[src/rtl/noc_router_arb_ctrl.sv]
// Round-robin grant controller for a NoC router: one packet in flight at a time,
// walking IDLE -> RECEIVE -> ROUTE (stall / timeout drop) -> BUFFER.
module noc_router_arb_ctrl #(
   parameter int NUM_PORTS = 4,
   parameter int PORT_W    = 2,
   parameter int STALL_MAX = 15
) (
   input  logic                        clk,
   input  logic                        reset,
   input  logic [NUM_PORTS-1:0]        valid_in,
   input  logic [NUM_PORTS*PORT_W-1:0] dest_in,
   input  logic [NUM_PORTS-1:0]        buf_full,
   output logic [NUM_PORTS-1:0]        ready_out,
   output logic                        buffer_enable,
   output logic [PORT_W-1:0]           in_sel,
   output logic [PORT_W-1:0]           out_sel,
   output logic                        drop,
   output logic [15:0]                 pkt_count,
   output logic [7:0]                  drop_count
);

   typedef enum logic [1:0] {
      IDLE    = 2'd0,
      RECEIVE = 2'd1,
      ROUTE   = 2'd2,
      BUFFER  = 2'd3
   } state_t;

   localparam logic [7:0] STALL_LIMIT = 8'(STALL_MAX);

   state_t            state_q, state_d;
   logic [PORT_W-1:0] in_sel_q, in_sel_d;
   logic [PORT_W-1:0] out_sel_q, out_sel_d;
   logic [PORT_W-1:0] rr_ptr_q, rr_ptr_d;
   logic [7:0]        stall_q, stall_d;
   logic [15:0]       pkt_cnt_q, pkt_cnt_d;
   logic [7:0]        drop_cnt_q, drop_cnt_d;
   logic              drop_q, drop_d;

   logic              grant_found_s;
   logic [PORT_W-1:0] grant_idx_s;
   logic [PORT_W-1:0] cand_s;
   logic [PORT_W-1:0] next_ptr_s;

   // Round-robin search from rr_ptr upward; the adder wraps because NUM_PORTS == 2**PORT_W.
   always_comb begin
      grant_found_s = 1'b0;
      grant_idx_s   = '0;
      cand_s        = '0;
      for (int k = 0; k < NUM_PORTS; k++) begin
         cand_s = rr_ptr_q + PORT_W'(k);
         if (!grant_found_s && valid_in[cand_s]) begin
            grant_found_s = 1'b1;
            grant_idx_s   = cand_s;
         end else begin
            grant_found_s = grant_found_s;
         end
      end
   end

   assign next_ptr_s = in_sel_q + PORT_W'(1);

   // Next-state and counter update logic.
   always_comb begin
      state_d    = state_q;
      in_sel_d   = in_sel_q;
      out_sel_d  = out_sel_q;
      rr_ptr_d   = rr_ptr_q;
      stall_d    = stall_q;
      pkt_cnt_d  = pkt_cnt_q;
      drop_cnt_d = drop_cnt_q;
      drop_d     = 1'b0;
      case (state_q)
         IDLE: begin
            if (grant_found_s) begin
               in_sel_d  = grant_idx_s;
               out_sel_d = dest_in[grant_idx_s*PORT_W +: PORT_W];
               state_d   = RECEIVE;
            end else begin
               state_d = IDLE;
            end
         end
         RECEIVE: begin
            state_d = ROUTE;
         end
         ROUTE: begin
            // A freed buffer wins over a timeout reached in the same cycle.
            if (!buf_full[out_sel_q]) begin
               stall_d = 8'd0;
               state_d = BUFFER;
            end else if (stall_q >= STALL_LIMIT) begin
               drop_d     = 1'b1;
               drop_cnt_d = (drop_cnt_q != 8'hFF) ? drop_cnt_q + 8'd1 : drop_cnt_q;
               stall_d    = 8'd0;
               rr_ptr_d   = next_ptr_s;
               state_d    = IDLE;
            end else begin
               stall_d = stall_q + 8'd1;
            end
         end
         BUFFER: begin
            pkt_cnt_d = (pkt_cnt_q != 16'hFFFF) ? pkt_cnt_q + 16'd1 : pkt_cnt_q;
            rr_ptr_d  = next_ptr_s;
            state_d   = IDLE;
         end
         default: begin
            state_d = IDLE;
         end
      endcase
   end

   // State and datapath registers.
   always_ff @(posedge clk or posedge reset) begin
      if (reset) begin
         state_q    <= IDLE;
         in_sel_q   <= '0;
         out_sel_q  <= '0;
         rr_ptr_q   <= '0;
         stall_q    <= 8'd0;
         pkt_cnt_q  <= 16'd0;
         drop_cnt_q <= 8'd0;
         drop_q     <= 1'b0;
      end else begin
         state_q    <= state_d;
         in_sel_q   <= in_sel_d;
         out_sel_q  <= out_sel_d;
         rr_ptr_q   <= rr_ptr_d;
         stall_q    <= stall_d;
         pkt_cnt_q  <= pkt_cnt_d;
         drop_cnt_q <= drop_cnt_d;
         drop_q     <= drop_d;
      end
   end

   // Strobes decoded from the registered state.
   always_comb begin
      if (state_q == RECEIVE) begin
         ready_out = {{(NUM_PORTS-1){1'b0}}, 1'b1} << in_sel_q;
      end else begin
         ready_out = '0;
      end
      buffer_enable = (state_q == BUFFER);
   end

   assign drop       = drop_q;
   assign in_sel     = in_sel_q;
   assign out_sel    = out_sel_q;
   assign pkt_count  = pkt_cnt_q;
   assign drop_count = drop_cnt_q;

endmodule

[config.mk]
export PLATFORM = sky130hd
export DESIGN_NAME = noc_router_arb_ctrl
export DESIGN_NICKNAME = d
export VERILOG_FILES = /design/src/rtl/noc_router_arb_ctrl.sv
export SDC_FILE = /design/constraint.sdc
export NUM_CORES = 1
export LEC_CHECK = 0
export ABC_AREA = 1
export BUFFER_PORTS_ARGS = -buffer_cell sky130_fd_sc_hd__buf_2
export CAP_MARGIN = 20
export CORE_AREA = 4 4 75 77
export CTS_BUF_LIST = sky130_fd_sc_hd__clkbuf_4
export DETAILED_ROUTE_END_ITERATION = 7
export DIE_AREA = 0 0 79 81
export GPL_TIMING_DRIVEN = 0
export PLACE_DENSITY = 0.78
export SLEW_MARGIN = 15
export SYNTH_ARGS = -nofsm -noshare
export SYNTH_HDL_FRONTEND = slang
export SYNTH_SLANG_ARGS = --single-unit
[constraint.sdc]
create_clock -name clk -period 2.05 [get_ports clk]
set_input_delay 0.205 -clock clk [delete_from_list [all_inputs] [get_ports clk]]
set_output_delay 0.205 -clock clk [all_outputs]
set_load 0.005 [all_outputs]
After elaboration in Yosys (flattened, before gate mapping):

Index checks and enable logic that the tools add are counted.

* input port bits: 18
* output and inout bits: 34
* flip-flop bits (word level): 41
* word-level logic and storage cells: 74

* reduce and logical (&&, ||, !) cells: 12
* add/subtract/negate cells: 7
* magnitude comparators: 6
* shift-type cells: 2
* equal/unequal tests: 8
* muxes and demuxes: 31

Operators with widths (number)
* 16-bit by 1-bit adder with 16-bit output (second input constant): 1
* 8-bit by 1-bit adder with 8-bit output (second input constant): 2
* 2-bit 2-to-1 mux: 8
* 8-bit 2-to-1 mux: 2
* 16-bit != test (second input constant): 1
* 2-bit by 3-bit less-than comparator with 1-bit output (second input constant): 5
* 1-bit 2-to-1 mux: 13
* 1-bit binary-select mux with 2-bit select: 5
* 8-bit by 4-bit >= comparator with 1-bit output (second input constant): 1
* 8-bit != test (second input constant): 1
* 2-bit case mux with 4 select lines: 1
* 8-bit by 4-bit indexed part select with 2-bit output: 1
* 2-bit by 1-bit adder with 2-bit output (second input constant): 2
* 2-bit adder (second input constant): 2
* 2-bit == test (second input constant): 2
* 4-bit 2-to-1 mux: 1
* 2-bit != test (second input constant): 2
* 2-bit case mux with 2 select lines: 1
* 2-bit AND reduction: 2
* 4-bit AND reduction: 1
* 1-bit by 2-bit left shift with 4-bit output (first input constant): 1
* 1-bit logical AND: 3
* 1-bit zero test: 3
* 3-bit != test (second input constant): 1
* 4 further kinds: 4

Longest topological paths before layout:

Gate-level depths: netlist of run 1.

* word-level depth: 14
* gate-level depth with buffers: 14
* gate-level depth less buffers: 14

Least setup slack after synthesis of run 1:

Ideal clock, no wire load.

* path kind: register -> register
* start: register pkt_cnt_q[0] (netlist: pkt_count[0])
* end: register pkt_cnt_q[13] (netlist: pkt_count[13])
* required time: 1.933 ns
* arrival: 1.448 ns
* clock period less this slack: 1.566 ns
* cell stages (with the launch flop): 12
* path buffers: 0
* library setup time: 0.117 ns
* slack: 0.484 ns
* cell sequence: dfrtp_1 > ha_1 > nand4_1 > nor3_2 > nand3_1 > nand2_2 > nor2_4 > nand2_1 > nor2_2 > nand3_1 > nand2_1 > nand2_1

* cells in the longest elaborated chain, start to end: 2
* elaborated cells on any way between the ends: 3
* those cells by class: add/sub: 1; eq/ne: 1; reduce/logical: 1

RTL lines
* start: declaration: line 36 `logic [15:0] pkt_cnt_q, pkt_cnt_d;`
* start signal: assignment: line 129 `pkt_cnt_q <= pkt_cnt_d;`
* branches (longest 2 deep; another with 16-bit by 1-bit adder with 16-bit output)

Several ways; the timed one is not identified.
A chain may end at the register's enable or synchronous reset.

Worst setup path after layout of run 1:

Same ends and word-level chain as after synthesis.

==> results.json, run 1 <==
{
  "slew_violations": 0,
  "clock-sinks": 41,
  "power_frac_seq": 0.347,
  "power_mw": 3.36,
  "rows": 26,
  "port_buffers": 51,
  "outcome": "complete, no violations",
  "finalSetupTns_ps": 0,
  "clock_path_buffers": 2,
  "tritoncts": "built",
  "antenna_found_initial": 0,
  "p_int_mw": 1.84,
  "min_path_cells": 5,
  "hp-class": "input port to register",
  "synth-edff-count": 0,
  "drive_gt1_frac": 0.291,
  "tightest_slew_ps": 434,
  "comb_power_share": 0.500,
  "required_ps": 2300,
  "worstSetupPathType": "register to register",
  "leakagePower_nw": 1.55,
  "p_switching_mw": 1.52,
  "drt_iter0_drc": 47,
  "synth_top_cells_by_area": "dfrtp_1 (42%), nand2_1 (10%), inv_1 (6.2%)",
  "ys_seq_area_frac": 0.421,
  "synth_nets": 314,
  "synth_largest_area_cell": "dfrtp_1",
  "period_minus_slack_ps": 1750,
  "rsz0062_at_grt": "false",
  "synthDominantCellAreaShare": 0.421,
  "core-area_sq_um": 5010,
  "cts_repair_resize_count": 0,
  "ir_worst_vdd_mv": 0.625,
  "fp.dieArea_sq_um": 6400,
  "period_share": 0.856,
  "end_kind": "register",
  "ant_nets": 0,
  "skew_ps": 8.95,
  "synth_area_sq_um": 2430,
  "startpoint_type": "register",
  "insertion_delay_ps": 340,
  "gp_congestion": 0.873,
  "nets": 374,
  "first_pass_iters": 4,
  "area_growth_pct": 18.9,
  "cap_violations": 0,
  "path_clk_slew_ps": 120,
  "start_util": 0.486,
  "grt_pass1_wl_microns": 7760,
  "route.detailed.drc": 0,
  "grt_use_total": 0.150,
  "n_antenna_cell": 0,
  "grt_overflow_total": 0,
  "switching_share": 0.452,
  "p_per_area_nw_per_um2": 1160,
  "p_clk_frac": 0.153,
  "h-tree-depth": 2,
  "synth_cell_type_count": 27,
  "first_global_vias": 1822,
  "fp.dieW_microns": 79,
  "fmax_mhz": 570,
  "cp_max_fo": 8,
  "async_reset_ff_frac": 1.00,
  "avgViaCountPerCell": 4.66,
  "cts_buffers": 5,
  "netlist_instances": 289,
  "yosysWarnings": 0,
  "slew_headroom": 0.710,
  "die_h_microns": 81,
  "routed_wl_microns": 4610,
  "hpwl_microns": 3700,
  "cp.arrival_ps": 2000,
  "hold_viol": 0,
  "synth-seq-cells": 41,
  "wl_per_cell_microns": 11.0,
  "setup_viol": 0,
  "vias": 1957,
  "grt_max_degree": 24,
  "io_pins": 52,
  "syn_avg_cell_area_sq_um": 8.43,
  "root_buffer": "clkbuf_4",
  "ff2ff_path_depth": 11,
  "synth_flop_cell": "dfrtp_1"
}
-- path summary, 6_finish.rpt --
kind	startpoint	to	slack [ps]
setup / recovery	pkt_count[0]	pkt_count[13]	300
hold / removal	dest_in[0]	out_sel[0]	190
setup reg to reg	pkt_count[0]	pkt_count[13]	300
hold reg to reg	drop_count[6]	drop_count[6]	510
max in group asynchronous	reset	rr_ptr_q[1]	1190
min in group asynchronous	reset	state_q[1]	400
-- worst max-delay path, stage by stage, from the launching register on --
cell and delay [ps]:
dfrtp_1 420, ha_1 220, nand4_1 110, nor3_2 60, nand3_1 80, nand2_2 120, nor2_4 160, nand2_1 110
nor2_2 160, nand3_1 100, nand2_1 70, nand2_1 50
-- logic make-up (layout without fill, tap and decap cells) --
| logic type | after synthesis | in the layout | share of synthesized area |
|---|---|---|---|
| and+or+nand+nor | 151 | 151 | 0.343 |
| buffers and inverters | 48 | 109 | 0.0771 |
| DFF | 41 | 41 | 0.421 |
| xor gates and xnor gates | 22 | 22 | 0.0791 |
| AOI/OAI and AO/OA | 19 | 19 | 0.0391 |
| adders and majority gates | 7 | 7 | 0.0360 |
| muxes | 1 | 1 | 0.00462 |
-- per-layer routing --
layer | vias to the layer above | global-route usage | routed length [microns]
met5 | - | 0 | 0
met4 | 0 | 0.0515 | 44
met3 | 6 | 0.0255 | 274
met2 | 53 | 0.253 | 2100
met1 | 873 | 0.196 | 2190
li1 | 1025 | - | -
-- final cells by class --
class / count / area [sq um]
fill: 463 / 2120
multi-input combinational: 200 / 1220
sequential: 41 / 1030
timing repair buffer: 53 / 293
inverter: 47 / 176
tap: 70 / 87.6
clock inverter: 3 / 41.3
clock buffer: 5 / 37.5
buffer: 1 / 11.3
-- cell usage in the layout (no fill, tap or decap), types with 2 or more instances in the layout --
| master | count |
|---|---|
| a21oi_1 | 4 |
| buf_2 | 51 |
| clkbuf_4 | 5 |
| clkinv_1 | 3 |
| dfrtp_1 | 41 |
| ha_1 | 7 |
| inv_1 | 39 |
| inv_2 | 6 |
| nand2_1 | 67 |
| nand2_2 | 9 |
| nand2_4 | 5 |
| nand3_1 | 16 |
| nand3_2 | 6 |
| nand3_4 | 2 |
| nand4_1 | 10 |
| nor2_1 | 17 |
| nor2_2 | 5 |
| nor2_4 | 3 |
| nor2_8 | 2 |
| nor3_1 | 5 |
| nor3_2 | 2 |
| o21ai_0 | 12 |
| o21ai_1 | 3 |
| xnor2_1 | 11 |
| xor2_1 | 11 |
-- cell usage after synthesis (5+ instances only) --
cell type,instances
dfrtp_1,41
ha_1,7
inv_1,40
inv_2,5
nand2_1,67
nand2_2,9
nand2_4,5
nand3_1,16
nand3_2,6
nand4_1,10
nor2_1,17
nor2_2,5
nor3_1,5
o21ai_0,12
xnor2_1,11
xor2_1,11
-- power groups by stage --
stage | Clock [mW] | Combinational, mW | Sequential, mW
CTS | 0.529 | 1.70 | 1.17
global placement | 0 | 1.64 | 1.18
floorplan | 0 | 1.32 | 1.15
finish | 0.513 | 1.68 | 1.17
global route | 0.562 | 1.90 | 1.20
detailed placement | 0 | 1.70 | 1.18
-- registers in the layout (all words and copies together), names as in the netlist --
name        cells
pkt_count      16
drop_count      8
stall_q         8
in_sel          2
out_sel         2
rr_ptr_q        2
state_q         2
drop            1
-- what timing repair did --
action,CTS,global route
hold buffers,1,0
endpoints found under the hold margin,18,0
endpoints found under the setup margin,0,0
setup buffers,0,0
-- metrics by stage --
step	instance area [sq um]	worst slack, ps	hold WS [ps]	utilization	cells
after floorplan	2430	484	426	-	289
after global placement	2780	357	476	0.554	410
after detailed placement	2810	301	228	0.560	411
after CTS	2890	282	165	0.578	420
after global routing	2890	128	220	0.578	420
final	2890	295	187	0.578	420
Power figures use the tool's default switching activity.
==> run 2, diff against run 1 <==
--- a/config.mk
+++ b/config.mk
@@ -13,8 +13,9 @@
 export DETAILED_ROUTE_END_ITERATION = 7
 export DIE_AREA = 0 0 79 81
 export GPL_TIMING_DRIVEN = 0
-export PLACE_DENSITY = 0.78
+export PLACE_DENSITY_LB_ADDON = 0.12
 export SLEW_MARGIN = 15
 export SYNTH_ARGS = -nofsm -noshare
 export SYNTH_HDL_FRONTEND = slang
 export SYNTH_SLANG_ARGS = --single-unit
+export TNS_END_PERCENT = 10
==> run 2 against run 1 <==
Net effect:
- total power grew 3.7%
- clock power is 24% higher
- utilization increased by 0.32 points
- final area is 0.56% higher
- combinational power is essentially flat
- count of clock-buffer cells in the layout unchanged
- sequential share of layout area fell by 0.20 points
- flip-flop and latch count unchanged
==> results.json, run 2 (synthesis gave the netlist of run 1 again) <==
{
  "reg2reg_to": "pkt_count[13]",
  "io_pins": 52,
  "drive_gt1_frac": 0.294,
  "grt_max_degree": 34,
  "min_from": "dest_in[0]",
  "ant_nets": 0,
  "grt_pass1_wl_microns": 7640,
  "p_per_area_nw_per_um2": 1200,
  "comb_power_share": 0.483,
  "hp-class": "input port to register",
  "cp.arrival_ps": 1970,
  "slew_violations": 0,
  "first_pass_iters": 4,
  "fp.dieW_microns": 79,
  "n_antenna_cell": 0,
  "cts_setup_buffers": 0,
  "cts_buffers": 5,
  "h-tree-depth": 2,
  "required_ps": 2290,
  "power_frac_seq": 0.335,
  "ir_worst_vdd_mv": 0.660,
  "r2r_start": "pkt_count[0]",
  "insertion_delay_ps": 350,
  "hold_viol": 0,
  "drt_iter0_drc": 36,
  "period_minus_slack_ps": 1730,
  "cp_max_fo": 8,
  "slew_headroom": 0.730,
  "end_kind": "register",
  "setup_viol": 0,
  "nets": 374,
  "period_share": 0.846,
  "core-area_sq_um": 5010,
  "antenna_found_initial": 0,
  "clock-sinks": 41,
  "die_h_microns": 81,
  "fmax_mhz": 577,
  "avgViaCountPerCell": 4.63,
  "routed_wl_microns": 4420,
  "port_buffers": 51,
  "start_util": 0.486,
  "worstSetupPathType": "register to register",
  "tritoncts": "built",
  "path_clk_slew_ps": 120,
  "crit_start": "pkt_count[0]",
  "rsz0062_at_grt": "false",
  "wl_per_cell_microns": 10.5,
  "clock_path_buffers": 2,
  "rows": 26,
  "switching_share": 0.435,
  "layout.cells.most_common": "nand2_1",
  "p_int_mw": 1.97,
  "p_clk_frac": 0.182,
  "hpwl_microns": 3530,
  "grt_use_total": 0.150,
  "startpoint_type": "register",
  "area_growth_pct": 19.5,
  "fp.dieArea_sq_um": 6400,
  "root_buffer": "clkbuf_4",
  "cap_violations": 0,
  "ff2ff_setup_slack_ps": 320,
  "outcome": "complete, no violations",
  "largest_reg_flops": 16,
  "vias": 1944,
  "route.detailed.drc": 0,
  "gp_congestion": 0.828,
  "power_mw": 3.49,
  "tightest_slew_ps": 401,
  "final_cell_mix": "nand2_1 (67), buf_2 (51), dfrtp_1 (41)",
  "p_switching_mw": 1.52,
  "min_path_cells": 5,
  "finalSetupTns_ps": 0,
  "grt_overflow_total": 0,
  "min_to": "out_sel[0]",
  "skew_ps": 15.0,
  "leakagePower_nw": 1.56,
  "ff2ff_path_depth": 11,
  "first_global_vias": 1795
}
-- run 2: what timing repair did --
| item | CTS | global route |
|---|---|---|
| hold buffers | 1 | 0 |
| resized for setup | 0 | 0 |
| hold endpoints to repair | 9 | 0 |
| setup endpoints to repair | 0 | 0 |
-- run 2: how the worst max path moves through the flow --
stage	cells past startpoint	slack (ps)	end
3_3_place_gp	11	330	pkt_count[13]
3_5_place_dp	11	310	pkt_count[13]
5_1_grt	11	140	pkt_count[13]
6_report	11	320	pkt_count[13]
2_1_floorplan	11	480	pkt_count[13]
4_1_cts	11	280	pkt_count[13]
-- run 2: power by group through the flow --
stage	Clock, mW	Combinational (mW)	Sequential, mW
final	0.636	1.68	1.17
after global routing	0.687	1.92	1.20
after CTS	0.660	1.71	1.17
after detailed placement	0	1.71	1.18
after global placement	0	1.67	1.18
after floorplan	0	1.32	1.15
-- run 2: stage by stage --
step                      instances  worst slack, ps  area, sq um  hold slack (ps)   util
after floorplan                 289              484         2430              426      -
after global placement          410              332         2780              473  0.554
after detailed placement        411              312         2800              132  0.558
after CTS                       420              278         2910              153  0.581
after global routing            420              142         2910              190  0.581
final                           420              316         2910              168  0.581
-- run 2: worst max-delay path, stage by stage, from the launching register on --
cell,delay [ps]
dfrtp_1,420
ha_1,220
nand4_1,100
nor3_2,60
nand3_1,90
nand2_2,130
nor2_4,150
nand2_1,110
nor2_2,160
nand3_1,80
nand2_1,60
nand2_1,50
-- run 2: cell type report --
type | instances | area (sq um)
Buffer | 1 | 11.3
Clock buffer | 5 | 37.5
Clock inverter | 3 | 65.1
Fill cell | 494 | 2100
Inverter | 47 | 176
Multi-Input combinational cell | 200 | 1220
Sequential cell | 41 | 1030
Tap cell | 70 | 87.6
Timing Repair Buffer | 53 | 285
-- run 2: metal layers --
metal	GRT usage	up-vias	wire length, microns
met3	0.0421	5	244
met2	0.249	42	1970
met5	0	-	0
met4	0.0515	0	68
li1	-	1026	-
met1	0.187	871	2140
